File: src/rtl/timer_cfg_sequencer_if.sv
// Command port and APB bus for timer_cfg_sequencer.
// master: sequencer side (accepts commands, drives the APB request).
// slave : host + timer side (issues commands, answers APB transfers).
interface timer_cfg_sequencer_if;
    logic       cmd_valid;
    logic       cmd_ready;
    logic [7:0] cmd_tdr;
    logic       cmd_down;
    logic [1:0] cmd_cks;

    logic       psel;
    logic       penable;
    logic       pwrite;
    logic [7:0] paddr;
    logic [7:0] pwdata;
    logic [7:0] prdata;
    logic       pready;
    logic       pslverr;

    modport master (
        input  cmd_valid, cmd_tdr, cmd_down, cmd_cks, prdata, pready, pslverr,
        output cmd_ready, psel, penable, pwrite, paddr, pwdata
    );

    modport slave (
        output cmd_valid, cmd_tdr, cmd_down, cmd_cks, prdata, pready, pslverr,
        input  cmd_ready, psel, penable, pwrite, paddr, pwdata
    );
endinterface

File: src/rtl/timer_cfg_sequencer.sv
// timer_cfg_sequencer: APB master that loads, starts and polls the 8-bit timer
// for one host command, then clears the status and reports done (or err).
//
// Optional feature macro: TIMER_SEQ_ABORT_EN
//   defined   -> abort_i input; abort in GAP/R_TSR stops the timer via ERR,
//                taking effect only at a transfer boundary.
//   undefined -> no abort port; a poll loop ends only on flag, timeout or pslverr.
//
// state   | meaning
// --------+-----------------------------------------------------------
// IDLE    | waiting for a command, cmd_ready=1
// W_TDR   | write TDR <= cmd_tdr
// W_LOAD  | write TCR with load bit set
// W_START | write TCR with enable bit set
// GAP     | idle cycles between TSR reads
// R_TSR   | read TSR and test the flag for the selected direction
// W_CLR   | write TSR <= 0
// DONE    | done pulse
// ERR     | write TCR <= 0 to stop the timer, err pulse on completion
//
// Every transfer state walks SETUP -> ACCESS (until pready) -> TAIL; the TAIL
// cycle keeps psel low so transfers are never back-to-back, and it is where the
// state decision is taken from the captured pslverr/flag.
module timer_cfg_sequencer #(
    parameter int unsigned POLL_GAP = 16,
    parameter int unsigned POLL_MAX = 1024
) (
    input  logic                         pclk_i,
    input  logic                         presetn_i,
`ifdef TIMER_SEQ_ABORT_EN
    input  logic                         abort_i,
`endif
    timer_cfg_sequencer_if.master        bus,
    output logic                         busy_o,
    output logic                         done_o,
    output logic                         err_o
);

    typedef enum logic [3:0] {
        S_IDLE,
        S_W_TDR,
        S_W_LOAD,
        S_W_START,
        S_GAP,
        S_R_TSR,
        S_W_CLR,
        S_DONE,
        S_ERR
    } state_t;

    typedef enum logic [1:0] {
        PH_SETUP,
        PH_ACCESS,
        PH_TAIL
    } phase_t;

    localparam logic [7:0] ADDR_TDR = 8'h00;
    localparam logic [7:0] ADDR_TCR = 8'h01;
    localparam logic [7:0] ADDR_TSR = 8'h02;

    // First gap after start counts POLL_GAP cycles; between reads the TAIL
    // cycle of the previous read already counts as one idle cycle.
    localparam logic [15:0] GAP_FIRST = 16'(POLL_GAP - 1);
    localparam logic [15:0] GAP_NEXT  = (POLL_GAP > 1) ? 16'(POLL_GAP - 2) : 16'd0;
    localparam logic [10:0] POLL_LIM  = (POLL_MAX > 2047) ? 11'h7FF : 11'(POLL_MAX);
    localparam bit          POLL_TMO  = (POLL_MAX != 0);

    state_t      state_q, state_d;
    phase_t      phase_q, phase_d;
    logic [7:0]  tdr_q, tdr_d;
    logic        down_q, down_d;
    logic [1:0]  cks_q, cks_d;
    logic [10:0] polls_q, polls_d;
    logic [15:0] gap_q, gap_d;
    logic        flag_q, flag_d;
    logic        slverr_q, slverr_d;

    logic        is_xfer;
    logic        xfer_end;
    logic        xfer_wr;
    logic [7:0]  xfer_addr;
    logic [7:0]  xfer_wdata;
    logic        drive;
    logic [7:0]  tcr_cfg;
    logic [7:0]  flag_mask;
    logic        timeout;
    logic        abort_gap;
    logic        abort_rd;

`ifdef TIMER_SEQ_ABORT_EN
    logic abort_q, abort_d;

    // An abort raised during a TSR read is remembered until that read ends.
    always_comb begin
        abort_d = abort_q;
        if (state_q == S_IDLE) begin
            abort_d = 1'b0;
        end else if (state_q == S_R_TSR && abort_i) begin
            abort_d = 1'b1;
        end
    end

    // Abort latch register.
    always_ff @(posedge pclk_i or negedge presetn_i) begin
        if (!presetn_i) begin
            abort_q <= 1'b0;
        end else begin
            abort_q <= abort_d;
        end
    end

    assign abort_gap = abort_i;
    assign abort_rd  = abort_q | abort_i;
`else
    assign abort_gap = 1'b0;
    assign abort_rd  = 1'b0;
`endif

    assign tcr_cfg   = {2'b00, down_q, 1'b0, 2'b00, cks_q};
    assign flag_mask = {6'b000000, down_q, ~down_q};
    assign timeout   = POLL_TMO && (polls_q >= POLL_LIM);

    // Next-state logic, APB request and status outputs.
    always_comb begin
        state_d    = state_q;
        phase_d    = phase_q;
        tdr_d      = tdr_q;
        down_d     = down_q;
        cks_d      = cks_q;
        polls_d    = polls_q;
        gap_d      = gap_q;
        flag_d     = flag_q;
        slverr_d   = slverr_q;

        bus.cmd_ready = 1'b0;
        bus.psel      = 1'b0;
        bus.penable   = 1'b0;
        bus.pwrite    = 1'b0;
        bus.paddr     = 8'h00;
        bus.pwdata    = 8'h00;
        busy_o        = 1'b1;
        done_o        = 1'b0;
        err_o         = 1'b0;

        is_xfer    = 1'b1;
        xfer_end   = 1'b0;
        xfer_wr    = 1'b1;
        xfer_addr  = ADDR_TDR;
        xfer_wdata = 8'h00;
        drive      = 1'b0;

        case (state_q)
            S_W_TDR:   begin xfer_addr = ADDR_TDR; xfer_wdata = tdr_q;            end
            S_W_LOAD:  begin xfer_addr = ADDR_TCR; xfer_wdata = tcr_cfg | 8'h80;  end
            S_W_START: begin xfer_addr = ADDR_TCR; xfer_wdata = tcr_cfg | 8'h10;  end
            S_R_TSR:   begin xfer_addr = ADDR_TSR; xfer_wr = 1'b0;               end
            S_W_CLR:   begin xfer_addr = ADDR_TSR; xfer_wdata = 8'h00;            end
            S_ERR:     begin xfer_addr = ADDR_TCR; xfer_wdata = 8'h00;            end
            default:   is_xfer = 1'b0;
        endcase

        if (is_xfer) begin
            case (phase_q)
                PH_SETUP: begin
                    drive   = 1'b1;
                    phase_d = PH_ACCESS;
                end
                PH_ACCESS: begin
                    drive       = 1'b1;
                    bus.penable = 1'b1;
                    if (bus.pready) begin
                        phase_d  = PH_TAIL;
                        slverr_d = bus.pslverr;
                        flag_d   = |(bus.prdata & flag_mask);
                        if (state_q == S_R_TSR && polls_q != 11'h7FF) begin
                            polls_d = polls_q + 11'd1;
                        end
                    end
                end
                default: xfer_end = 1'b1;
            endcase
        end

        if (drive) begin
            bus.psel   = 1'b1;
            bus.pwrite = xfer_wr;
            bus.paddr  = xfer_addr;
            bus.pwdata = xfer_wr ? xfer_wdata : 8'h00;
        end

        case (state_q)
            S_IDLE: begin
                busy_o        = 1'b0;
                bus.cmd_ready = 1'b1;
                if (bus.cmd_valid) begin
                    tdr_d    = bus.cmd_tdr;
                    down_d   = bus.cmd_down;
                    cks_d    = bus.cmd_cks;
                    polls_d  = 11'd0;
                    flag_d   = 1'b0;
                    slverr_d = 1'b0;
                    phase_d  = PH_SETUP;
                    state_d  = S_W_TDR;
                end
            end
            S_W_TDR, S_W_LOAD, S_W_START, S_W_CLR: begin
                if (xfer_end) begin
                    phase_d = PH_SETUP;
                    if (slverr_q) begin
                        state_d = S_ERR;
                    end else if (state_q == S_W_TDR) begin
                        state_d = S_W_LOAD;
                    end else if (state_q == S_W_LOAD) begin
                        state_d = S_W_START;
                    end else if (state_q == S_W_START) begin
                        state_d = S_GAP;
                        gap_d   = GAP_FIRST;
                    end else begin
                        state_d = S_DONE;
                    end
                end
            end
            S_GAP: begin
                if (abort_gap) begin
                    state_d = S_ERR;
                    phase_d = PH_SETUP;
                end else if (gap_q == 16'd0) begin
                    state_d = S_R_TSR;
                    phase_d = PH_SETUP;
                end else begin
                    gap_d = gap_q - 16'd1;
                end
            end
            S_R_TSR: begin
                if (xfer_end) begin
                    phase_d = PH_SETUP;
                    if (slverr_q || abort_rd) begin
                        state_d = S_ERR;
                    end else if (flag_q) begin
                        state_d = S_W_CLR;
                    end else if (timeout) begin
                        state_d = S_ERR;
                    end else if (POLL_GAP > 1) begin
                        state_d = S_GAP;
                        gap_d   = GAP_NEXT;
                    end else begin
                        state_d = S_R_TSR;
                    end
                end
            end
            S_DONE: begin
                done_o  = 1'b1;
                state_d = S_IDLE;
            end
            S_ERR: begin
                // A failing stop write still ends here: one err pulse per command.
                if (xfer_end) begin
                    err_o   = 1'b1;
                    phase_d = PH_SETUP;
                    state_d = S_IDLE;
                end
            end
            default: begin
                state_d = S_IDLE;
                phase_d = PH_SETUP;
            end
        endcase
    end

    // State, captured command and counters.
    always_ff @(posedge pclk_i or negedge presetn_i) begin
        if (!presetn_i) begin
            state_q  <= S_IDLE;
            phase_q  <= PH_SETUP;
            tdr_q    <= 8'h00;
            down_q   <= 1'b0;
            cks_q    <= 2'b00;
            polls_q  <= 11'd0;
            gap_q    <= 16'd0;
            flag_q   <= 1'b0;
            slverr_q <= 1'b0;
        end else begin
            state_q  <= state_d;
            phase_q  <= phase_d;
            tdr_q    <= tdr_d;
            down_q   <= down_d;
            cks_q    <= cks_d;
            polls_q  <= polls_d;
            gap_q    <= gap_d;
            flag_q   <= flag_d;
            slverr_q <= slverr_d;
        end
    end

endmodule
File: src/flat_wrapper.sv
// flat-port wrapper written by rule: the top's interface ports become plain ports
module timer_cfg_sequencer_flat 
#(
    parameter int unsigned POLL_GAP = 16,
    parameter int unsigned POLL_MAX = 1024
)
  (pclk_i, presetn_i, busy_o, done_o, err_o, bus_cmd_valid, bus_cmd_tdr, bus_cmd_down, bus_cmd_cks, bus_prdata, bus_pready, bus_pslverr, bus_cmd_ready, bus_psel, bus_penable, bus_pwrite, bus_paddr, bus_pwdata);
  timer_cfg_sequencer_if bus_i ();
  input  logic pclk_i;
  input  logic presetn_i;
  output logic busy_o;
  output logic done_o;
  output logic err_o;
  input wire logic [$bits(bus_i.cmd_valid)-1:0] bus_cmd_valid;
  input wire logic [$bits(bus_i.cmd_tdr)-1:0] bus_cmd_tdr;
  input wire logic [$bits(bus_i.cmd_down)-1:0] bus_cmd_down;
  input wire logic [$bits(bus_i.cmd_cks)-1:0] bus_cmd_cks;
  input wire logic [$bits(bus_i.prdata)-1:0] bus_prdata;
  input wire logic [$bits(bus_i.pready)-1:0] bus_pready;
  input wire logic [$bits(bus_i.pslverr)-1:0] bus_pslverr;
  output wire logic [$bits(bus_i.cmd_ready)-1:0] bus_cmd_ready;
  output wire logic [$bits(bus_i.psel)-1:0] bus_psel;
  output wire logic [$bits(bus_i.penable)-1:0] bus_penable;
  output wire logic [$bits(bus_i.pwrite)-1:0] bus_pwrite;
  output wire logic [$bits(bus_i.paddr)-1:0] bus_paddr;
  output wire logic [$bits(bus_i.pwdata)-1:0] bus_pwdata;
  assign bus_i.cmd_valid = bus_cmd_valid;
  assign bus_i.cmd_tdr = bus_cmd_tdr;
  assign bus_i.cmd_down = bus_cmd_down;
  assign bus_i.cmd_cks = bus_cmd_cks;
  assign bus_i.prdata = bus_prdata;
  assign bus_i.pready = bus_pready;
  assign bus_i.pslverr = bus_pslverr;
  assign bus_cmd_ready = bus_i.cmd_ready;
  assign bus_psel = bus_i.psel;
  assign bus_penable = bus_i.penable;
  assign bus_pwrite = bus_i.pwrite;
  assign bus_paddr = bus_i.paddr;
  assign bus_pwdata = bus_i.pwdata;
  timer_cfg_sequencer #(.POLL_GAP(POLL_GAP), .POLL_MAX(POLL_MAX)) u_core (.pclk_i(pclk_i), .presetn_i(presetn_i), .bus(bus_i), .busy_o(busy_o), .done_o(done_o), .err_o(err_o));
endmodule
File: config.mk
export PLATFORM = sky130hd
export DESIGN_NAME = timer_cfg_sequencer_flat
export DESIGN_NICKNAME = d
export VERILOG_FILES = /design/src/rtl/timer_cfg_sequencer_if.sv /design/src/rtl/timer_cfg_sequencer.sv /design/src/flat_wrapper.sv
export SDC_FILE = /design/constraint.sdc
export NUM_CORES = 1
export LEC_CHECK = 0
export BUFFER_PORTS_ARGS = -buffer_cell sky130_fd_sc_hd__buf_2
export CAP_MARGIN = 20
export CORE_ASPECT_RATIO = 1.5
export CORE_MARGIN = 5
export CORE_UTILIZATION = 45
export DETAILED_ROUTE_END_ITERATION = 8
export GPL_ROUTABILITY_DRIVEN = 0
export PLACE_DENSITY = 0.66
export REMOVE_ABC_BUFFERS = 1
export SYNTH_ARGS = -nofsm -noshare
export SYNTH_HDL_FRONTEND = slang
export SYNTH_SLANG_ARGS = --single-unit
File: constraint.sdc
create_clock -name pclk_i -period 3 [get_ports pclk_i]
set_clock_uncertainty 0.2 [all_clocks]
set_input_delay 0.3 -clock pclk_i [delete_from_list [all_inputs] [get_ports pclk_i]]
set_output_delay 0.3 -clock pclk_i [all_outputs]
set_load 0.01 [all_outputs]
==> results of run 1 <==
-- stage by stage --
stage | instances | setup slack, ns | hold WS, ns
after floorplan | 271 | 0.586 | -0.196
after global placement | 385 | 0.480 | 0.261
after detailed placement | 385 | 0.473 | 0.274
after CTS | 394 | 0.233 | 0.00412
after global routing | 396 | 0.0430 | 0.00505
final | 396 | 0.230 | 0.0104
-- repair_timing --
item	CTS	global route
hold buffers	1	1
gates resized for setup	0	0
endpoints found under the hold margin	1	12
-- layout by cell type (no fill, tap or decap), types with 8 or more instances in the layout --
| master | instances |
|---|---|
| buf_4 | 8 |
| buf_2 | 34 |
| nor3_1 | 14 |
| dfrtp_1 | 46 |
| nand2_1 | 21 |
| nand3_1 | 12 |
| and2_1 | 8 |
| a21oi_1 | 8 |
| nor2_1 | 31 |
| xor2_1 | 9 |
-- report_power, final --
| part | total (W) | switching (W) | internal, W |
|---|---|---|---|
| clock | 0.000454 | 0.000204 | 0.000249 |
| combinational | 0.00144 | 0.000780 | 0.000656 |
| sequential | 0.00106 | 0.000249 | 0.000813 |
-- state kept, by name (all words and copies together), names as in the netlist --
signal           count
u_core.phase_q       2
u_core.cks_q         2
u_core.down_q        1
u_core.polls_q      11
u_core.gap_q        16
u_core.tdr_q         8
u_core.flag_q        1
u_core.slverr_q      1
u_core.state_q       4
-- worst max path at each step --
stage	endpoint	from	slack [ns]	depth (start not counted)
2_1_floorplan	bus_pwdata[0]	u_core.state_q[1]$_DFFE_PN0P_	0.59	5
3_3_place_gp	u_core.gap_q[12]$_DFFE_PN0P_	u_core.gap_q[0]$_DFFE_PN0P_	0.48	7
3_5_place_dp	u_core.gap_q[12]$_DFFE_PN0P_	u_core.gap_q[0]$_DFFE_PN0P_	0.47	7
4_1_cts	bus_pwdata[4]	u_core.state_q[1]$_DFFE_PN0P_	0.23	6
5_1_grt	bus_pwdata[1]	u_core.state_q[1]$_DFFE_PN0P_	0.04	6
6_report	bus_pwdata[1]	u_core.state_q[1]$_DFFE_PN0P_	0.23	6
-- cell type report --
class	instances	area, um^2	share of cell area
clock inverter	1	30.0	0.00969
timing repair buffer	45	270	0.0872
clock buffer	7	76.3	0.0246
sequential	46	1150	0.371
inverter	4	15.0	0.00484
multi-input combinational	221	1470	0.473
tap	72	90.1	0.0291
-- kinds of logic after synthesis --
kind of cell,count (synthesis),synth area share
flip-flops,46,0.420
other,1,0.00137
multiplexers,18,0.0745
AND/OR/NAND/NOR,125,0.251
adder cells (fa/ha/maj),2,0.00914
buffers and inverters,24,0.0503
AO/OA/AOI/OAI,61,0.164
XOR/XNOR,9,0.0288
-- metal layers --
layer  global-route usage  up-vias
met3               0.0305        7
met2                0.291       48
li1                     -     1100
met4               0.0596        0
met5                    0        -
met1                0.198     1071
-- worst max-delay path, stage by stage (launching register included) --
cell and delay [ns]:
dfrtp_1 0.50, nor2_1 0.34, nand3b_1 0.25, a21oi_2 0.37, nand2_1 0.22, nor2_1 0.15
buf_2 0.14
==> impl_metrics.tcl, run 1 <==
set metrics [dict create \
    status "complete, no violations" \
    met1_length_um 2520 \
    worstMarginPinSlew_ns 0.664 \
    fillers 570 \
    finalSetupViolCount 0 \
    rows 34 \
    fmax_mhz 361 \
    die_area_mm2 0.00778 \
    final_core_util 0.528 \
    wl_met3_um 233 \
    power.density_mw_per_mm2 952 \
    synthCells 286 \
    cts_tree "built" \
    cp.required_ns 2.50 \
    yosysTopAreaCellShare 0.420 \
    antenna_found_initial 0 \
    relSlewSlack 0.558 \
    fin_setup_tns_ns 0 \
    nets 349 \
    wl_met2_um 3090 \
    die_h_um 106 \
    min_to "u_core.tdr_q[7]$_DFFE_PN0P_" \
    fp.dieW_um 73.7 \
    dr.max_layer_used "met4" \
    r2r_cells 7 \
    cts_made_buffers 5 \
    drive_gt1_frac 0.216 \
    antenna_cells 0 \
    hp-class "primary input to flip-flop" \
    cts_setup_buffers 0 \
    p_leak_nw 1.44 \
    yosysWarnings 0 \
    min_path_cells 2 \
    cp_max_fo 9 \
    final_hold_viol_count 0 \
    period_share 0.923 \
    ys_seq_area_frac 0.420 \
    portBuffers 34 \
    initial_core_util 0.466 \
    vias 2226 \
    synth-seq-cells 46 \
    cts_max_path_buffers 2 \
    area_delta_synth_final_pct 13.3 \
    end_kind "output port" \
    power_w 0.00295 \
    syn_area_mm2 0.00274 \
    critPathLaunchType "flip-flop" \
    postRouteAntennaNets 0 \
    synth-edff-count 0 \
    synth_area_leader_cell "dfrtp_1" \
    synthArstFlopShare 1.00 \
    grt_max_degree 47 \
    io-pin-count 47 \
    yosys.cell_count.top_type "dfrtp_1" \
    finalMaxSlewViolations 0 \
    hp-start "bus_cmd_tdr[7]" \
    clk_latency_ns 0.30 \
    grt_use_total 0.166 \
    reg2reg_slack_ns 0.47 \
    drc 0 \
    final_cell_area_mm2 0.00310 \
    wl_um 5960 \
    yosysUniqueCellTypes 63 \
    clock_sinks 46 \
    crit_type "flip-flop to output port" \
    synthTopCellsByCount "46 x dfrtp_1, 31 x nor2_1, 21 x nand2_1, 14 x nor3_1, 12 x nand3_1" \
    postPlaceCellArea_mm2 0.00295 \
    grt-ovfl-total 0 \
    critPathArrivalTime_ns 2.27 \
    wire_per_inst_um 15.0 \
    synth_flop_cell "dfrtp_1" \
    clkSlewWorstSetupHoldPaths_ns 0.08 \
    clockRootBuffer "clkbuf_8" \
    dr.pass1.iters 4 \
    r2r_start "u_core.gap_q[0]$_DFFE_PN0P_" \
    fin_crit_ns 2.77 \
    syn_avg_cell_area_um2 9.57 \
    hpwl_um 4350 \
    drtIter0Drc 74 \
    ys_top_cells_by_area "dfrtp_1 42%, nor2_1 4.3%, mux2_2 2.9%" \
    cap_violations 0 \
    r2r_end "u_core.gap_q[12]$_DFFE_PN0P_" \
    grt_pass1_vias 2275 \
    viasPerCell 5.62 \
    vdd_drop_max_mv 0.613 \
    core-area_mm2 0.00587 \
    h-tree-depth 2 \
    grt_pass1_wl_um 10300 \
    rsz0062_at_grt "false" \
]
No activity file was read; power rests on OpenSTA's default activity.
==> run 2: changes to the inputs <==
--- a/config.mk
+++ b/config.mk
@@ -10,8 +10,10 @@
 export CORE_ASPECT_RATIO = 1.5
 export CORE_MARGIN = 5
 export CORE_UTILIZATION = 45
+export CTS_CLUSTER_SIZE = 28
 export DETAILED_ROUTE_END_ITERATION = 8
 export GPL_ROUTABILITY_DRIVEN = 0
+export GPL_TIMING_DRIVEN = 0
 export PLACE_DENSITY = 0.66
 export REMOVE_ABC_BUFFERS = 1
 export SYNTH_ARGS = -nofsm -noshare
==> run 2 against run 1 <==
  * Largest power group unchanged
  * Largest cell class unchanged
  * Die area unchanged
  * Fmax decreased by 1.7%
  * Count of clock-buffer cells in the layout decreased by 1
  * Global-route usage increased by 0.26 points
  * Via count decreased by 0.49%
  * Worst hold slack got worse by 0.0033 ns
  * Final cell count decreased by 1.8%
  * Power about the same
  * Combinational power decreased by 4%
  * Wire length increased by 3.0%
==> impl_metrics.tcl, run 2 (synthesized netlist as in run 1, its figures left out) <==
set metrics [dict create \
    grt_use_total 0.169 \
    final_core_util 0.522 \
    fmax_mhz 355 \
    final_cell_mix "44 x dfrtp_1, 34 x buf_2, 30 x nor2_1" \
    hpwl_um 4310 \
    worstMarginPinSlew_ns 0.934 \
    hp-class "primary input to flip-flop" \
    largest_reg_flops 16 \
    drc 0 \
    critPathLaunchType "flip-flop" \
    viasPerCell 5.69 \
    final_hold_viol_count 0 \
    final_cell_area_mm2 0.00306 \
    finalSetupViolCount 0 \
    power.density_mw_per_mm2 964 \
    cp_max_fo 21 \
    largestRegisters "u_core.gap_q (16), u_core.polls_q (11), u_core.tdr_q (8)" \
    cts_max_path_buffers 2 \
    wire_per_inst_um 15.8 \
    die_h_um 106 \
    r2r_end "u_core.gap_q[12]$_DFFE_PN0P_" \
    critPathArrivalTime_ns 2.32 \
    vdd_drop_max_mv 0.561 \
    fillers 574 \
    reg2reg_slack_ns 0.36 \
    hp-start "bus_cmd_tdr[3]" \
    timing.hold.ws_ns 0.00716 \
    crit_type "flip-flop to output port" \
    initial_core_util 0.466 \
    clk_latency_ns 0.30 \
    postRouteAntennaNets 0 \
    portBuffers 34 \
    setup_slack_ns 0.183 \
    layout_commonest_cell "dfrtp_1" \
    grt_max_degree 47 \
    p_leak_nw 1.40 \
    end_kind "output port" \
    fin_crit_ns 2.82 \
    top_register "u_core.gap_q" \
    cts_tree "built" \
    area_delta_synth_final_pct 11.9 \
    power_w 0.00295 \
    io-pin-count 47 \
    core-area_mm2 0.00587 \
    cts_made_buffers 5 \
    clkSlewWorstSetupHoldPaths_ns 0.09 \
    min_to "u_core.tdr_q[3]$_DFFE_PN0P_" \
    grt_pass1_vias 2247 \
    min_path_cells 2 \
    drive_gt1_frac 0.215 \
    r2r_cells 7 \
    finalMaxSlewViolations 0 \
    drtIter0Drc 104 \
    h-tree-depth 2 \
    cap_violations 0 \
    rsz0062_at_grt "false" \
    dpl_worst_slack_ns -0.0312 \
    grt_pass1_wl_um 10600 \
    relSlewSlack 0.377 \
    fp.dieW_um 73.7 \
    status "complete, no violations" \
    antenna_found_initial 0 \
    wl_um 6140 \
    postPlaceCellArea_mm2 0.00290 \
    die_area_mm2 0.00778 \
    clock_sinks 46 \
    r2r_start "u_core.gap_q[0]$_DFFE_PN0P_" \
    grt-ovfl-total 0 \
    antenna_cells 0 \
    clockRootBuffer "clkbuf_8" \
    cp.required_ns 2.50 \
    period_share 0.939 \
    rows 34 \
    nets 342 \
    cts_setup_buffers 0 \
    dr.pass1.iters 4 \
    vias 2215 \
]
run 2: changes by cell type in the layout (fill, tap and decap cells not counted), sizes merged:
cell      previous run  this run
clkbuf               7         6
clkinvlp             0         1
buf                 43        36
run 2: per-layer routing:
metal | up-vias | routed length [um] | global-route usage
met4 | 0 | 73 | 0.0427
li1 | 1085 | - | -
met3 | 6 | 277 | 0.0286
met2 | 58 | 3250 | 0.296
met5 | - | 0 | 0
met1 | 1066 | 2530 | 0.210
run 2: worst max-delay path by stage:
stage,endpoint,slack (ns),from
6_report,bus_pwdata[4],0.18,u_core.state_q[1]$_DFFE_PN0P_
5_1_grt,bus_pwdata[5],0.002,u_core.state_q[1]$_DFFE_PN0P_
4_1_cts,bus_pwdata[5],0.04,u_core.state_q[1]$_DFFE_PN0P_
3_5_place_dp,bus_pwdata[4],-0.03,u_core.state_q[1]$_DFFE_PN0P_
3_3_place_gp,bus_pwdata[1],-0.0003,u_core.state_q[1]$_DFFE_PN0P_
2_1_floorplan,bus_pwdata[0],0.59,u_core.state_q[1]$_DFFE_PN0P_
run 2: report_power, final:
group	leakage [nW]	total, W	switching, W	internal [W]
Combinational	0.763	0.00138	0.000751	0.000627
Clock	0.0514	0.000466	0.000217	0.000249
Sequential	0.589	0.00111	0.000292	0.000817
Total	1.40	0.00295	0.00126	0.00169
run 2: cell type report:
type / instances / area [um^2] / area share
timing repair buffer: 38 / 218 / 0.0710
sequential: 46 / 1150 / 0.376
multi-input combinational: 221 / 1480 / 0.482
inverter: 4 / 15.0 / 0.00490
clock inverter: 2 / 37.5 / 0.0122
tap: 72 / 90.1 / 0.0294
clock buffer: 6 / 72.6 / 0.0237
run 2: timing repair:
action / CTS / global route
gates cloned: 0 / 0
endpoints found under the hold margin: 1 / 19
resized for setup: 3 / 2
hold buffers: 1 / 1
setup endpoints to repair: 8 / 6
run 2: critical path, cell delays in order, from the launching register on:
cell and delay, ns:
dfrtp_2 0.58, nor2_2 0.29, nand3b_1 0.22, a21oi_2 0.38
nand2_1 0.25, nor2_1 0.15, buf_2 0.14
run 2: through the flow:
stage / instances / TNS, ns
after global placement: 377 / -0.000304
after floorplan: 271 / 0
after detailed placement: 378 / -0.102
final: 389 / 0
after global routing: 389 / 0
after CTS: 387 / 0
